[src/rtl/w5300_bus_if_if.sv]
// Bundle of requester-side and W5300-side signals for the direct-address bus engine.
// The slave modport is the engine's view; the master modport is the requester plus the chip.
interface w5300_bus_if_if;
    logic        en;
    logic [10:0] addr;
    logic [15:0] wr_data;
    logic [15:0] rd_data;
    logic        op_state;
    logic [9:0]  w5300_addr;
    logic [15:0] w5300_data_o;
    logic        w5300_data_oe;
    logic [15:0] w5300_data_i;
    logic        w5300_cs_n;
    logic        w5300_rd_n;
    logic        w5300_wr_n;

    modport slave (
        input  en, addr, wr_data, w5300_data_i,
        output rd_data, op_state, w5300_addr, w5300_data_o, w5300_data_oe,
               w5300_cs_n, w5300_rd_n, w5300_wr_n
    );

    modport master (
        output en, addr, wr_data, w5300_data_i,
        input  rd_data, op_state, w5300_addr, w5300_data_o, w5300_data_oe,
               w5300_cs_n, w5300_rd_n, w5300_wr_n
    );
endinterface

[src/rtl/w5300_bus_if.sv]
// W5300 direct-address bus engine: one timed CS/RD/WR cycle per request, all outputs registered.
// A single down-counter times every phase and is reloaded on phase entry.
module w5300_bus_if #(
    parameter int unsigned SETUP_CYCLES   = 1,
    parameter int unsigned STROBE_CYCLES  = 7,
    parameter int unsigned HOLD_CYCLES    = 1,
    parameter int unsigned RECOVER_CYCLES = 2
) (
    input  logic          clk,
    input  logic          rst,
    w5300_bus_if_if.slave bus
);
    localparam int unsigned CNT_W = 8;
    localparam logic [CNT_W-1:0] SETUP_LD   = CNT_W'(SETUP_CYCLES - 1);
    localparam logic [CNT_W-1:0] STROBE_LD  = CNT_W'(STROBE_CYCLES - 1);
    localparam logic [CNT_W-1:0] HOLD_LD    = CNT_W'(HOLD_CYCLES - 1);
    localparam logic [CNT_W-1:0] RECOVER_LD = CNT_W'(RECOVER_CYCLES - 1);

    typedef enum logic [2:0] {IDLE, SETUP, STROBE, HOLD, RECOVER} state_e;

    state_e           state_q;
    logic [CNT_W-1:0] cnt_q;
    logic             wr_q;
    logic             cs_n_q;
    logic             rd_n_q;
    logic             wr_n_q;
    logic             oe_q;
    logic             op_q;
    logic [9:0]       addr_q;
    logic [15:0]      data_o_q;
    logic [15:0]      rd_data_q;

    always_ff @(posedge clk) begin
        if (rst) begin
            state_q   <= IDLE;
            cnt_q     <= '0;
            wr_q      <= 1'b0;
            cs_n_q    <= 1'b1;
            rd_n_q    <= 1'b1;
            wr_n_q    <= 1'b1;
            oe_q      <= 1'b0;
            op_q      <= 1'b0;
            addr_q    <= '0;
            data_o_q  <= '0;
            rd_data_q <= '0;
        end else begin
            op_q <= 1'b0;
            case (state_q)
                IDLE: begin
                    if (bus.en) begin
                        // The bus registers double as the latched copy of the request.
                        wr_q   <= bus.addr[10];
                        addr_q <= bus.addr[9:0];
                        if (bus.addr[10]) begin
                            data_o_q <= bus.wr_data;
                            oe_q     <= 1'b1;
                        end
                        cs_n_q  <= 1'b0;
                        cnt_q   <= SETUP_LD;
                        state_q <= SETUP;
                    end
                end
                SETUP: begin
                    if (cnt_q == '0) begin
                        if (wr_q) wr_n_q <= 1'b0;
                        else      rd_n_q <= 1'b0;
                        cnt_q   <= STROBE_LD;
                        state_q <= STROBE;
                    end else begin
                        cnt_q <= cnt_q - CNT_W'(1);
                    end
                end
                STROBE: begin
                    if (cnt_q == '0) begin
                        // Capture on the edge that ends the strobe, while RD_n is still low.
                        if (!wr_q) rd_data_q <= bus.w5300_data_i;
                        rd_n_q  <= 1'b1;
                        wr_n_q  <= 1'b1;
                        cnt_q   <= HOLD_LD;
                        state_q <= HOLD;
                    end else begin
                        cnt_q <= cnt_q - CNT_W'(1);
                    end
                end
                HOLD: begin
                    if (cnt_q == '0) begin
                        cs_n_q  <= 1'b1;
                        oe_q    <= 1'b0;
                        op_q    <= 1'b1;
                        cnt_q   <= RECOVER_LD;
                        state_q <= RECOVER;
                    end else begin
                        cnt_q <= cnt_q - CNT_W'(1);
                    end
                end
                RECOVER: begin
                    if (cnt_q == '0) state_q <= IDLE;
                    else             cnt_q   <= cnt_q - CNT_W'(1);
                end
                default: state_q <= IDLE;
            endcase
        end
    end

    assign bus.rd_data       = rd_data_q;
    assign bus.op_state      = op_q;
    assign bus.w5300_addr    = addr_q;
    assign bus.w5300_data_o  = data_o_q;
    assign bus.w5300_data_oe = oe_q;
    assign bus.w5300_cs_n    = cs_n_q;
    assign bus.w5300_rd_n    = rd_n_q;
    assign bus.w5300_wr_n    = wr_n_q;
endmodule

[src/flat_wrapper.sv]
// flat-port wrapper written by rule: the top's interface ports become plain ports
module w5300_bus_if_flat 
#(
    parameter int unsigned SETUP_CYCLES   = 1,
    parameter int unsigned STROBE_CYCLES  = 7,
    parameter int unsigned HOLD_CYCLES    = 1,
    parameter int unsigned RECOVER_CYCLES = 2
)
  (clk, rst, bus_en, bus_addr, bus_wr_data, bus_w5300_data_i, bus_rd_data, bus_op_state, bus_w5300_addr, bus_w5300_data_o, bus_w5300_data_oe, bus_w5300_cs_n, bus_w5300_rd_n, bus_w5300_wr_n);
  w5300_bus_if_if bus_i ();
  input  logic clk;
  input  logic rst;
  input wire logic [$bits(bus_i.en)-1:0] bus_en;
  input wire logic [$bits(bus_i.addr)-1:0] bus_addr;
  input wire logic [$bits(bus_i.wr_data)-1:0] bus_wr_data;
  input wire logic [$bits(bus_i.w5300_data_i)-1:0] bus_w5300_data_i;
  output wire logic [$bits(bus_i.rd_data)-1:0] bus_rd_data;
  output wire logic [$bits(bus_i.op_state)-1:0] bus_op_state;
  output wire logic [$bits(bus_i.w5300_addr)-1:0] bus_w5300_addr;
  output wire logic [$bits(bus_i.w5300_data_o)-1:0] bus_w5300_data_o;
  output wire logic [$bits(bus_i.w5300_data_oe)-1:0] bus_w5300_data_oe;
  output wire logic [$bits(bus_i.w5300_cs_n)-1:0] bus_w5300_cs_n;
  output wire logic [$bits(bus_i.w5300_rd_n)-1:0] bus_w5300_rd_n;
  output wire logic [$bits(bus_i.w5300_wr_n)-1:0] bus_w5300_wr_n;
  assign bus_i.en = bus_en;
  assign bus_i.addr = bus_addr;
  assign bus_i.wr_data = bus_wr_data;
  assign bus_i.w5300_data_i = bus_w5300_data_i;
  assign bus_rd_data = bus_i.rd_data;
  assign bus_op_state = bus_i.op_state;
  assign bus_w5300_addr = bus_i.w5300_addr;
  assign bus_w5300_data_o = bus_i.w5300_data_o;
  assign bus_w5300_data_oe = bus_i.w5300_data_oe;
  assign bus_w5300_cs_n = bus_i.w5300_cs_n;
  assign bus_w5300_rd_n = bus_i.w5300_rd_n;
  assign bus_w5300_wr_n = bus_i.w5300_wr_n;
  w5300_bus_if #(.SETUP_CYCLES(SETUP_CYCLES), .STROBE_CYCLES(STROBE_CYCLES), .HOLD_CYCLES(HOLD_CYCLES), .RECOVER_CYCLES(RECOVER_CYCLES)) u_core (.clk(clk), .rst(rst), .bus(bus_i));
endmodule
[config.mk]
export PLATFORM = sky130hd
export DESIGN_NAME = w5300_bus_if_flat
export DESIGN_NICKNAME = d
export VERILOG_FILES = /design/src/rtl/w5300_bus_if_if.sv /design/src/rtl/w5300_bus_if.sv /design/src/flat_wrapper.sv
export SDC_FILE = /design/constraint.sdc
export NUM_CORES = 1
export LEC_CHECK = 0
export CORE_MARGIN = 2
export CORE_UTILIZATION = 25
export DETAILED_ROUTE_END_ITERATION = 10
export PLACE_DENSITY_LB_ADDON = 0.15
export SYNTH_ARGS = -nofsm -noshare
export SYNTH_HDL_FRONTEND = slang
export SYNTH_SLANG_ARGS = --single-unit
[constraint.sdc]
create_clock -name clk -period 3.9 [get_ports clk]
set_input_delay 0.78 -clock clk [delete_from_list [all_inputs] [get_ports clk]]
set_output_delay 0.78 -clock clk [all_outputs]
set_load 0.01 [all_outputs]
# ---- Yosys cells after proc, flatten, opt, wreduce, memory -nomap -nowiden
# Cells that the tools add are included.
dict set report totals {
  ff_bits 59
  latchBits 0
  mem_bits_rw 0
  romBits 0
  input_bits 46
  out_inout_bits 47
  word_cells 68
  memories 0
}
dict set report op_classes {
  add_sub_neg 1
  mul 0
  div_mod_pow 0
  n_lt_le_gt_ge 0
  eq_ne 13
  n_shift 0
  mux 26
  bitwise 2
  reduce_logical 15
}
# operator n
set ops {}
lappend ops {{$mux 8} 5}
lappend ops {{$pmux 8 s5} 1}
lappend ops {{$mux 3} 5}
lappend ops {{$pmux 3 s5} 1}
lappend ops {{$reduce_and 3->1} 4}
lappend ops {{$reduce_and 4->1} 3}
lappend ops {{$mux 1} 10}
lappend ops {{$ne 2x1->1 const B} 5}
lappend ops {{$logic_not 8->1} 1}
lappend ops {{$ne 2x2->1 const B} 4}
lappend ops {{$pmux 1 s2} 4}
lappend ops {{$sub 8x1->8 const B} 1}
lappend ops {{$eq 3x2->1 const B} 2}
lappend ops {{$reduce_and 5->1} 1}
lappend ops {{$reduce_bool 5->1} 1}
lappend ops {{$reduce_bool 2->1} 2}
lappend ops {{$eq 3x1->1 const B} 1}
lappend ops {{$eq 3x3->1 const B} 1}
lappend ops {{$logic_not 3->1} 1}
lappend ops {{$not 1->1} 2}
lappend ops {{$reduce_and 2->1} 1}
lappend ops {{$reduce_or 2->1} 1}

# ---- Longest topological paths before layout
# Gate-level depths: netlist (run 1).
dict set report logic_depth {
  ltp_word 3
  mapped_depth 8
  depth_no_buf 7
}

# ---- Worst setup path after synthesis (run 1)
# OpenSTA, ideal clock, no wires.
dict set report synth_path {
  path_type {input to register}
  start {input bus_en}
  end {register u_core.data_o_q[4] (netlist: u_core.bus.w5300_data_o[4])}
  setup_ps 71
  t_arrival_ps 1877
  required_ps 3829
  setup_slack_ps 1952
  path_stages 6
  path_buffers 2
  path_cell_list {nor4b_1 and2_1 clkbuf_1 buf_2 nand2_1 a21oi_1}
}
dict set report synth_between {
  elab_chain_cells 1
}
# item line_no
set synth_lines {}
lappend synth_lines {{start: declaration} flat_wrapper.sv:13} ;# input wire logic [$bits(bus_i.en)-1:0] bus_en;
lappend synth_lines {{$reduce_and 3->1 (no source line)} -}
lappend synth_lines {{end signal: assignment} w5300_bus_if.sv:55} ;# data_o_q <= bus.wr_data;
lappend synth_lines {{end: declaration} w5300_bus_if.sv:30} ;# logic [15:0] data_o_q;
# Every way passes these cells.
# A chain may end at the register's enable or synchronous reset.

# ---- Worst setup path in the final report (run 1)
dict set report layout_path {
  start {input bus_en}
  end {register u_core.data_o_q[8] (netlist: u_core.bus.w5300_data_o[8])}
}
# The elaborated chain is that of the path after synthesis.

==> reports/results.env, run 1 <==
MAXIMUM_NUMBER_OF_PINS_ON_ONE_NET_BEFORE_GLOBAL_ROUTE_REPAIR=55
LAYOUT-DRIVE-GT1-SHARE_PCT=6.72
DRT.ANTENNA.VIOLATING_NETS=0
WORSTSKEWPAIRLATENCY_PS=330
DIE_HEIGHT_UM=101
FINALHOLDVIOLCOUNT=0
WORSTHOLDSTART='u_core.bus.w5300_data_o[4]'
PERIOD_NEEDED_PS=2370
POST_DRT_VIA_CELL_RATIO=4.49
DETAILEDPLACEMENTHPWL_UM=4200
START_KIND='input port'
FINAL_MIN_PERIOD_OVER_CLOCK_PERIOD_PCT=60.7
POST_SYNTH_NUM_CELL_TYPES=38
ROUTED_WIRELENGTH_UM=6290
MULTIINPUTGATEAREA_UM2=1100
CRITICAL_PATH_CLASS='input port to register'
WHS_PATH_DEPTH=2
YOSYS_WARNINGS=0
WORSTPATHBUFFERINVERTERCOUNT=2
IO-PIN-COUNT=93
MAPPEDNETLISTAREA_UM2=2360
CTS_BUFFERS=9
SYNTH.LARGEST_AREA_CELL='sky130_fd_sc_hd__dfxtp_1'
REGISTER_AREA_UM2=1180
DIE-AREA_UM2=10200
IR_DROP_mV=0.275
MAX-CAP-VIOLATIONS=0
NUM-FILL-CELLS=962
DRT_ITER0_MARKERS=122
TIMING.HOLD.WORST.CLASS='register to register'
TIGHTEST_SLEW_PS=675
CTS_RESIZED=0
CRITICAL_PATH.CELL_CHAIN='clkdlybuf4s50_1, nor4b_2, buf_4, and2_1, nand2_1, a21oi_1'
SYNTH.TOP_CELLS.BY_COUNT='61 x sky130_fd_sc_hd__nand2_1, 59 x sky130_fd_sc_hd__dfxtp_1, 41 x sky130_fd_sc_hd__a21oi_1'
RSZ0062_AT_GRT='no'
YOSYS-TOP-CELLS-AREA='sky130_fd_sc_hd__dfxtp_1 50%, sky130_fd_sc_hd__nand2_1 9.7%, sky130_fd_sc_hd__a21oi_1 8.7%'
GR-TOTAL-OVERFLOW=0
FINALCOREUTILIZATION_PCT=38.7
FIN_HOLD_WS_PS=457
POSTCTSSETUPREPAIRBUFS=0
YS_SEQ_AREA_SHARE_PCT=50.1
MAPPEDNETLISTNETS=325
R2R_SLACK_PS=1740
ANTENNADIODECOUNT=0
HIGHEST_ACHIEVABLE_CLOCK_RATE_MHz=422
CRITICAL_PATH_DATA_ARRIVAL_TIME_PS=2630
LAYOUT.NETS=415
ROWS=35
TIMING.CRITICAL_PATH.SLOWEST_STAGE_CELL='sky130_fd_sc_hd__and2_1'
SYNTHMOSTINSTANTIATEDCELL='sky130_fd_sc_hd__nand2_1'
GRT_PASS1_WL_UM=10100
WORST_R2R_ENDPOINT='u_core.bus.rd_data[1]'
TOTALPOWERFINAL_mW=2.31
LAYOUT.CELLS.NON_FILLER=483
SYNTH-ASYNC-RESET-RATIO_PCT=0
SYNTH-SEQ-CELLS=59
REQUIRED_PS=4160
TIMING.CLOCK.SKEW_PS=5.86
CLOCK_SINKS=59
CTS-HTREE-LEVELS=3
AREA_GROWTH_PCT=51.1
GR_USAGE_TOTAL_PCT=12.6
MEAN_ROUTED_WIRELENGTH_PER_CELL_UM=13.0
CTS_ROOT_BUF='sky130_fd_sc_hd__clkbuf_8'
CRITICAL-PATH-MAX-STAGE-DELAY_PS=590
HOLD_BUFFERS=0
ANTENNA_FOUND_INITIAL=0
R2R-START='u_core.cnt_q[0]'
REG2REGPATHDEPTH=7
COUNT_OF_FLIP_FLOPS_WITH_A_BUILT_IN_ENABLE_AFTER_SYNTHESIS=0
TIMING.MAX_SLEW.REL_SLACK_PCT=55.0
GRT_PASS1_VIAS=2130
PORTBUFFERS=92
POST-SYNTH-TOP-AREA-FRACTION_PCT=50.1
TIMING.CRITICAL_PATH.FANOUT_MAX=18
NUMBER_OF_PINS_EXCEEDING_THEIR_MAX_SLEW_LIMIT_IN_THE_FINAL_REPORT=0
LEAKAGE_nW=1.41
STATUS='finished clean'
INITIAL_CORE_UTIL_PCT=25.6
CLK_PIN_SLEW_PS=60
SYN_INST=277
POST-ROUTE-DRC-COUNT=0
VIAS_AFTER_DETAILED_ROUTING=2167
PLACED_CELLS_INCL_TAPS=467
WORSTHOLDENDPOINT='u_core.bus.w5300_data_o[4]'
SYN_AREA_PER_CELL_UM2=8.51
FP.DIEW_UM=101
CTS_TREE='yes'
CTS.PATH.MAX_BUFFERS=2
DRT-PASS1-ITER-COUNT=4
ENDPOINT_KIND_OF_THE_WORST_SETUP_TIMING_PATH='register'
FINALWEIGHTEDCONGESTION=0.826
COMMONEST_REGISTER_CELL_AFTER_SYNTHESIS='sky130_fd_sc_hd__dfxtp_1'
CP_TOP_FAMILY='simple AND/OR/NAND/NOR gates'
FINALSETUPTNS_PS=0
POWER-PER-CELL-AREA_nW_PER_UM2=649
SETUP_VIOLATIONS=0
CORE_UM2=9200
-- worst max path at each step --
stage,startpoint,endpoint,slack [ps],cells after the start
floorplan,bus_en,u_core.bus.w5300_data_o[4],1950,6
global placement,bus_en,u_core.bus.w5300_data_o[3],1230,6
detailed placement,bus_en,u_core.bus.w5300_data_o[1],1180,6
CTS,bus_en,u_core.bus.w5300_data_o[8],1540,6
global route,bus_en,u_core.bus.w5300_data_o[9],1330,6
finish,bus_en,u_core.bus.w5300_data_o[8],1530,6
-- per-layer routing --
metal | global-route usage (%) | vias to the layer above | share of wire (%)
met2 | 18.9 | 81 | 43
met4 | 4.57 | 0 | 1.4
met5 | 0 | - | 0
met3 | 6.49 | 7 | 8.9
li1 | - | 1123 | -
met1 | 15.6 | 956 | 46
-- stage by stage --
stage	setup slack (ps)	area [um2]
2_1_floorplan	1950	2360
6_report	1530	3560
4_1_cts	1540	3560
3_5_place_dp	1180	3370
5_1_grt	1330	3560
3_3_place_gp	1230	3370
-- flip-flops by register name (all words and copies together) (netlist names) --
register                  count
u_core.bus.w5300_rd_n         1
u_core.bus.w5300_wr_n         1
u_core.bus.rd_data           16
u_core.bus.w5300_data_o      16
u_core.bus.w5300_cs_n         1
u_core.cnt_q                  8
u_core.wr_q                   1
u_core.bus.w5300_addr        10
u_core.bus.op_state           1
u_core.bus.w5300_data_oe      1
u_core.state_q                3
-- cells in the final DEF (no fill, tap or decap), drive strengths merged, types with 2 or more instances in the layout --
cell type,n
nor3b,3
mux2i,17
nor2,28
clkinv,3
ha,2
nand3b,3
nor3,6
nor4b,2
nand2b,2
buf,3
clkbuf,11
o21ai,8
a21oi,41
dfxtp,59
clkdlybuf4s50,91
nand3,4
nand2,61
or4,2
nor4,2
xor2,2
and2,2
inv,4
-- logic make-up (layout without fill, tap and decap cells) --
logic type               after synthesis  in the layout  share of synthesized area (%)
AO/OA/AOI/OAI                         60             60                           14.3
XOR/XNOR                               2              2                          0.743
adder cells (fa/ha/maj)                2              2                           1.06
buffers and inverters                 19            114                           3.39
flip-flops                            59             59                           50.1
multiplexers                          17             17                           7.21
AND/OR/NAND/NOR                      118            118                           23.2
-- power breakdown --
| part | switching, mW | internal, mW |
|---|---|---|
| combinational | 0.511 | 0.427 |
| sequential | 0.112 | 0.713 |
| clock | 0.240 | 0.309 |
| total | 0.863 | 1.45 |
-- worst min-delay path: cells and delay by family (launching register included) --
kind            cells  cell delay (ps)
compound gates      1               50
flops               1              310
simple gates        1               50
-- layout make-up --
cell class	instances	area share, %
repair buffers	94	26.1
flip-flops and latches	59	33.1
clock inverters	5	1.47
multi-input cells	199	31.0
clock buffers	11	3.97
well taps	111	3.90
inverters	4	0.421
Note: power is estimated with default switching activity, not from simulation.
==> inputs of run 2 (changes only) <==
Clock period 3.9 ns to 2.4 ns, I/O delays scaled along.
==> run 2 against run 1 <==
- final cell count rose by 1.2%
- clock skew is 4.9 ps higher
- wire length rose by 0.87%
- via count rose by 2.1%
- utilization is 0.67 points higher
- global-route usage up 0.29 points
- sequential cell count unchanged
- critical endpoint is now u_core.bus.rd_data[0]
==> reports/results.env, run 2 (synthesis results as in run 1) <==
STATUS='finished clean'
TIMING.CRITICAL_PATH.SLOWEST_STAGE_CELL='sky130_fd_sc_hd__or3b_2'
PLACED_CELLS_INCL_TAPS=473
WORSTHOLDENDPOINT='u_core.state_q[1]'
ROWS=35
FINALHOLDVIOLCOUNT=0
GR_USAGE_TOTAL_PCT=12.9
DETAILEDPLACEMENTHPWL_UM=4340
NUMBER_OF_PINS_EXCEEDING_THEIR_MAX_SLEW_LIMIT_IN_THE_FINAL_REPORT=0
R2R_SLACK_PS=330
MEAN_ROUTED_WIRELENGTH_PER_CELL_UM=13.0
ANTENNADIODECOUNT=0
FINALWEIGHTEDCONGESTION=0.854
GRT_PASS1_VIAS=2093
MAX-CAP-VIOLATIONS=0
POWER-PER-CELL-AREA_nW_PER_UM2=1070
TIGHTEST_SLEW_PS=545
FINALCOREUTILIZATION_PCT=39.4
TOTALPOWERFINAL_mW=3.88
DESIGN_AREA_UM2=3620
TIMING.CLOCK.SKEW_PS=10.7
LAYOUT.CELLS.NON_FILLER=489
CP_TOP_FAMILY='simple AND/OR/NAND/NOR gates'
R2R-START='u_core.cnt_q[1]'
FINALSETUPTNS_PS=0
GRT_PASS1_WL_UM=10300
POST_DRT_VIA_CELL_RATIO=4.52
DIE-AREA_UM2=10200
CORE_UM2=9200
LAYOUT-DRIVE-GT1-SHARE_PCT=8.47
VIAS_AFTER_DETAILED_ROUTING=2212
START_KIND='register'
CTS-HTREE-LEVELS=3
PATH_DEPTH=7
CRITICAL_PATH_CLASS='register to register'
PERIOD_NEEDED_PS=2070
ENDPOINT_KIND_OF_THE_WORST_SETUP_TIMING_PATH='register'
FINAL_CELL_MIX='91 x sky130_fd_sc_hd__clkdlybuf4s50_1, 61 x sky130_fd_sc_hd__nand2_1, 59 x sky130_fd_sc_hd__dfxtp_1, 41 x sky130_fd_sc_hd__a21oi_1, 28 x sky130_fd_sc_hd__nor2_1'
INITIAL_CORE_UTIL_PCT=25.6
MAXIMUM_NUMBER_OF_PINS_ON_ONE_NET_BEFORE_GLOBAL_ROUTE_REPAIR=49
WORST_R2R_ENDPOINT='u_core.bus.rd_data[0]'
LAYOUT.CELLS.MOST_COMMON='sky130_fd_sc_hd__clkdlybuf4s50_1'
IR_DROP_mV=0.356
TIMING.HOLD.WORST.CLASS='input port to register'
REQUIRED_PS=2600
DRT_ITER0_MARKERS=125
PORTBUFFERS=92
POST-ROUTE-DRC-COUNT=0
CTS_ROOT_BUF='sky130_fd_sc_hd__clkbuf_8'
CRITICAL-PATH-MAX-STAGE-DELAY_PS=500
WHS_PATH_DEPTH=2
CLK_PIN_SLEW_PS=70
DIE_HEIGHT_UM=101
RSZ0062_AT_GRT='no'
REG2REGPATHDEPTH=7
ANTENNA_FOUND_INITIAL=0
FINAL_MIN_PERIOD_OVER_CLOCK_PERIOD_PCT=86.2
TIMING.CRITICAL_PATH.FANOUT_MAX=16
CTS_TREE='yes'
IO-PIN-COUNT=93
POSTCTSSETUPREPAIRBUFS=0
LEAKAGE_nW=1.44
AREA_GROWTH_PCT=53.7
WORSTHOLDSTART='rst'
HIGHEST_ACHIEVABLE_CLOCK_RATE_MHz=483
TIMING.MAX_SLEW.REL_SLACK_PCT=63.3
SETUP_VIOLATIONS=0
WORSTPATHBUFFERINVERTERCOUNT=1
GLOBALROUTE.BUSIESTLAYER='met2'
CRITICAL_PATH.CELL_CHAIN='inv_1, ha_1, or3b_2, nor3_4, nand3_4, mux2i_1, nor2_1'
CTS_RESIZED=0
FP.DIEW_UM=101
CTS_BUFFERS=9
GRT.MET1_USAGE_PCT=16.3
WORSTSKEWPAIRLATENCY_PS=340
PLACE_AREA_UM2=3410
HOLD_BUFFERS=0
ROUTED_WIRELENGTH_UM=6350
CTS.PATH.MAX_BUFFERS=2
GRT_UTIL_MET2_PCT=18.8
GRT_UTIL_MET3_PCT=5.66
DRT.ANTENNA.VIOLATING_NETS=0
DRT-PASS1-ITER-COUNT=4
CLOCK_SINKS=59
LAYOUT.NETS=421
CRITICAL_PATH_DATA_ARRIVAL_TIME_PS=2270
GR-TOTAL-OVERFLOW=0
-- run 2: changes by cell type in the layout (fill, tap and decap cells not counted), sizes merged --
cell,previous run,this run
buf,3,9
clkinv,3,1
clkinvlp,1,2
inv,4,5
-- run 2: worst max-delay path by stage --
stage	start	end
6_report	u_core.cnt_q[1]	u_core.bus.rd_data[0]
5_1_grt	u_core.cnt_q[0]	u_core.bus.rd_data[0]
4_1_cts	u_core.cnt_q[1]	u_core.bus.rd_data[0]
3_5_place_dp	bus_en	u_core.bus.w5300_data_o[1]
3_3_place_gp	bus_en	u_core.bus.w5300_data_o[15]
2_1_floorplan	u_core.cnt_q[0]	u_core.bus.rd_data[10]
-- run 2: per-layer routing --
| metal | part of all wire, % | vias to the layer above |
|---|---|---|
| met5 | 0 | - |
| met4 | 2.1 | 0 |
| met3 | 9.3 | 11 |
| met2 | 43 | 76 |
| met1 | 45 | 984 |
| li1 | - | 1141 |
-- run 2: layout make-up --
| class | instances | area, um2 |
|---|---|---|
| fillers | 958 | 5570 |
| flip-flops and latches | 59 | 1180 |
| multi-input cells | 199 | 1100 |
| repair buffers | 100 | 976 |
| clock buffers | 11 | 151 |
| well taps | 111 | 139 |
| clock inverters | 5 | 58.8 |
| inverters | 4 | 15.0 |
-- run 2: through the flow --
step | hold WS [ps] | worst slack, ps
final | 432 | 331
after global routing | 427 | 151
after CTS | 415 | 318
after detailed placement | 446 | 195
after global placement | 441 | 191
after floorplan | 447 | 493
-- run 2: power breakdown --
group          internal, mW  switching [mW]
Clock                 0.538           0.410
Combinational         0.756           0.891
Sequential             1.16           0.130
Total                  2.45            1.43
-- run 2: worst reg2reg max path, delay by kind of cell, from the launching register on --
family	cells	cell delay [ps]
DFF	1	310
and+or+nand+nor	4	1100
muxes	1	270
buffers and inverters	1	90
adders and majority gates	1	150
